===== config.mk =====
export PLATFORM = sky130hd
export DESIGN_NAME = contador_param
export DESIGN_NICKNAME = d
export VERILOG_FILES = /design/src/rtl/contador_param.sv
export SDC_FILE = /design/constraint.sdc
export NUM_CORES = 1
export LEC_CHECK = 0
export ABC_AREA = 1
export CAP_MARGIN = 40
export CORE_MARGIN = 2
export CORE_UTILIZATION = 35
export DETAILED_ROUTE_END_ITERATION = 10
export PLACE_DENSITY = 0.64
export SYNTH_ARGS = -nofsm -noshare
export SYNTH_HDL_FRONTEND = slang
export SYNTH_SLANG_ARGS = --single-unit
export TNS_END_PERCENT = 30

===== constraint.sdc =====
create_clock -name clk -period 2.4 [get_ports clk]
set_clock_uncertainty 0.05 [all_clocks]
set_input_delay 0.24 -clock clk [delete_from_list [all_inputs] [get_ports clk]]
set_output_delay 0.24 -clock clk [all_outputs]
set_load 0.05 [all_outputs]

===== src/rtl/contador_param.sv =====
// Parameterised up/down modulo counter with enable-gated prescaler,
// synchronous clamped load and registered tick/terminal-count pulses.
//
// Ports:
//   clk   - system clock, all state on the rising edge
//   rst   - synchronous active-high reset
//   en    - count enable, gates prescaler and counter
//   up    - direction, 1 = increment, 0 = decrement
//   load  - synchronous load strobe (wins over a coincident step)
//   dado  - load value, clamped to MODULO-1
//   saida - registered count value, always in 0..MODULO-1
//   tick  - one-cycle pulse alongside each new stepped value
//   tc    - one-cycle pulse alongside tick when the step wrapped
module contador_param #(
  parameter int WIDTH  = 4,
  parameter int MODULO = 10,
  parameter int DIV    = 50000000
) (
  input  logic             clk,
  input  logic             rst,
  input  logic             en,
  input  logic             up,
  input  logic             load,
  input  logic [WIDTH-1:0] dado,
  output logic [WIDTH-1:0] saida,
  output logic             tick,
  output logic             tc
);

  // Minimum bits to hold DIV-1, never less than one.
  localparam int PW = (DIV > 1) ? $clog2(DIV) : 1;

  localparam logic [PW-1:0]    PRE_MAX = PW'(DIV - 1);
  localparam logic [WIDTH-1:0] CNT_MAX = WIDTH'(MODULO - 1);

  logic [PW-1:0]    r_pre;
  logic [WIDTH-1:0] r_cnt;
  logic             r_tick;
  logic             r_tc;

  logic             w_step;
  logic             w_wrap;
  logic [WIDTH-1:0] w_next;
  logic [WIDTH-1:0] w_load;

  assign w_step = en && (r_pre == PRE_MAX);

  // Wrap condition depends on direction only, not on step.
  assign w_wrap = up ? (r_cnt == CNT_MAX)
                     : (r_cnt == '0);

  always_comb begin
    w_next = r_cnt;
    if (up) begin
      w_next = w_wrap ? '0 : r_cnt + 1'b1;
    end else begin
      w_next = w_wrap ? CNT_MAX : r_cnt - 1'b1;
    end
  end

  // Compare in 32 bits so MODULO = 2^WIDTH never clamps.
  always_comb begin
    w_load = dado;
    if (32'(dado) >= 32'(MODULO)) begin
      w_load = CNT_MAX;
    end
  end

  always_ff @(posedge clk) begin
    if (rst) begin
      r_pre  <= '0;
      r_cnt  <= '0;
      r_tick <= 1'b0;
      r_tc   <= 1'b0;
    end else if (load) begin
      r_pre  <= '0;
      r_cnt  <= w_load;
      r_tick <= 1'b0;
      r_tc   <= 1'b0;
    end else begin
      r_tick <= w_step;
      r_tc   <= w_step && w_wrap;
      if (en) begin
        r_pre <= w_step ? '0 : r_pre + 1'b1;
      end
      if (w_step) begin
        r_cnt <= w_next;
      end
    end
  end

  assign saida = r_cnt;
  assign tick  = r_tick;
  assign tc    = r_tc;

endmodule


==> impl_metrics.toml <==
[synth]
synth_area_leaders = "dfxtp_1 31%, nand2_1 13%, nor2_1 10%"
synth_top_area_cell = "dfxtp_1"
ys_ff_latch = 32
syn-instance-count = 311
yosys_warnings = 0
syn-cell-area_um2 = 2060
yosysTopAreaCellShare = 0.310
ys_types = 31
synthesis.nets = 324
synth.avg_cell_area_um2 = 6.63
ys_seq_area_frac = 0.310

[die]
die_height_um = 80.8
ios = 15
start_util = 0.368
die-area_um2 = 6530
die_w_um = 80.8
rows = 27
core-area_um2 = 5610

[layout]
diodes = 0
synthToLayoutAreaGrowth_pct = 14.2
final_cell_mix = "69 x nand2_1, 55 x nor2_1, 39 x inv_1"
final_common_cell = "nand2_1"
drive_above_1_share = 0.125
layout.cells.non_filler = 401
nets = 342

[clock_network]
cts_hold_buf = 0
cts_buffer_depth = 2
cts_resized = 0
clock_sinks = 32
h-tree-depth = 2
postCtsSetupBuffers = 0
cts_buffers = 5
path_clk_slew_ns = 0.07
cts-root-buf = "clkbuf_8"
clock_latency_ns = 0.29
cts_tree = "built"

[timing]
slew_viol_final = 0
rsz0062_at_grt = "no"
fmax_mhz = 514
tightest_slew_ns = 0.593
setup_viol = 0
relSlewSlack = 0.601
period_needed_ns = 1.95
period_share = 0.811
tns_ns = 0
finalHoldViolations = 0

[drt]
viasPerCell = 4.79
first_iter_violations = 91
wirelength_mm = 4.69
drc = 0
drtPass1Iterations = 4
ant_nets = 0
vias = 1920
wl_per_cell_um = 11.7

[worst_setup_path]
slowest_delay_ns = 0.87
startpoint_type = "flop"
cp_top_family = "buffers and inverters"
endpoint = "saida[3]"
r2r-end = "r_pre[7]$_SDFFE_PP0P_"
r2r_start = "r_pre[0]$_SDFFE_PP0P_"
cp-startpoint = "saida[3]$_SDFFE_PP0P_"
worstRegToRegCells = 8
critPathBufInv = 1
r2r_slack_ns = 0.65
crit_slowest_cell = "clkdlybuf4s50_1"
critPathRequiredTime_ns = 2.11
end_kind = "primary output"
cp_max_fo = 9
path_class = "flop to primary output"
cp.depth = 1
worstPathArrival_ns = 1.66
worstPathCellList = "clkdlybuf4s50_1"

[global_route]
antenna_found_initial = 0
grt_max_degree = 14
grt_usage = 0.166
grt_pass1_vias = 1841
grt_pass1_wl_mm = 8.34
grt_overflow = 0

[job]
drv_cap = 0

[placement]
globalplace.congestion = 0.862
dp_hpwl_mm = 3.65
dp.cells = 394
port_buffers = 14

[pwr]
vdd_drop_max_v = 0.000317
pwr_density_cell_nw_per_um2 = 448
p_leak_nw = 0.891

[min_path]
hp-start = "r_pre[1]$_SDFFE_PP0P_"
min_path_type = "flop to flop"

[run_status]
outcome = "finished clean"
## state kept, by name, summed over array words and instances, names as in the netlist
signal and count:
r_pre 26, saida 4, tc 1, tick 1
## kinds of logic (layout without fill, tap and decap cells)
group / count (synthesis) / after routing / share of synthesized area
buffers and inverters: 46 / 64 / 0.0855
adder cells (fa/ha/maj): 4 / 4 / 0.0243
AO/OA/AOI/OAI: 21 / 21 / 0.0558
AND/OR/NAND/NOR: 197 / 197 / 0.477
XOR/XNOR: 11 / 11 / 0.0467
flip-flops: 32 / 32 / 0.310
## area by class of cell
| type | count | area (µm²) |
|---|---|---|
| Fill cell | 631 | 3250 |
| Tap cell | 72 | 90.1 |
| Multi-Input combinational cell | 233 | 1250 |
| Inverter | 43 | 161 |
| Sequential cell | 32 | 641 |
| Timing Repair Buffer | 14 | 140 |
| Clock buffer | 6 | 72.6 |
| Clock inverter | 1 | 5.00 |
## synth_stat cells
cell type  count
nor3b_1        2
nand3b_1       1
clkinv_1       2
nand3_1       22
o21ai_0        9
nand2_4        3
xor2_1         9
nor2_4         6
nor3_2         1
nor2_8         1
nand2_2        6
a21oi_1        9
o21bai_1       1
ha_1           4
nand3_4        1
o21ai_2        1
inv_1         39
nor2_2         7
nand4_2        1
inv_2          2
a21oi_2        1
nor4_1         1
xnor2_1        2
buf_4          1
nand3_2        5
nor2_1        55
nand4_1        6
nand2_1       69
nor3_1        10
dfxtp_1       32
clkbuf_1       2
## how the worst min path moves through the flow
| stage | endpoint | slack [ns] | cells past startpoint |
|---|---|---|---|
| 2_1_floorplan | saida[2]$_SDFFE_PP0P_ | 0.25 | 1 |
| 3_3_place_gp | r_pre[1]$_SDFFE_PP0P_ | 0.43 | 2 |
| 3_5_place_dp | r_pre[1]$_SDFFE_PP0P_ | 0.43 | 2 |
| 4_1_cts | r_pre[1]$_SDFFE_PP0P_ | 0.45 | 2 |
| 5_1_grt | r_pre[1]$_SDFFE_PP0P_ | 0.48 | 2 |
| 6_report | r_pre[1]$_SDFFE_PP0P_ | 0.45 | 2 |
## stage by stage
| step | setup slack, ns | utilization | power, mW | hold slack (ns) | cell area (µm²) |
|---|---|---|---|---|---|
| floorplan | 0.603 | - | 0.632 | 0.252 | 2060 |
| global placement | 0.379 | 0.406 | 0.667 | 0.432 | 2280 |
| detailed placement | 0.335 | 0.406 | 0.669 | 0.434 | 2280 |
| CTS | 0.437 | 0.420 | 1.06 | 0.450 | 2360 |
| global route | 0.372 | 0.420 | 1.10 | 0.478 | 2360 |
| finish | 0.453 | 0.420 | 1.06 | 0.452 | 2360 |
## routing by layer
layer / GRT usage / part of all wire / vias to the layer above
met3: 0.0333 / 0.043 / 12
met5: 0 / 0 / -
met2: 0.258 / 0.43 / 37
met1: 0.229 / 0.51 / 860
met4: 0.0576 / 0.022 / 0
li1: - / - / 1011
## where the power goes
| part | internal (mW) | total [mW] | switching, mW |
|---|---|---|---|
| combinational | 0.0435 | 0.111 | 0.0678 |
| clock | 0.197 | 0.398 | 0.201 |
| sequential | 0.537 | 0.546 | 0.00923 |
No activity file was read; power rests on OpenSTA's default activity.
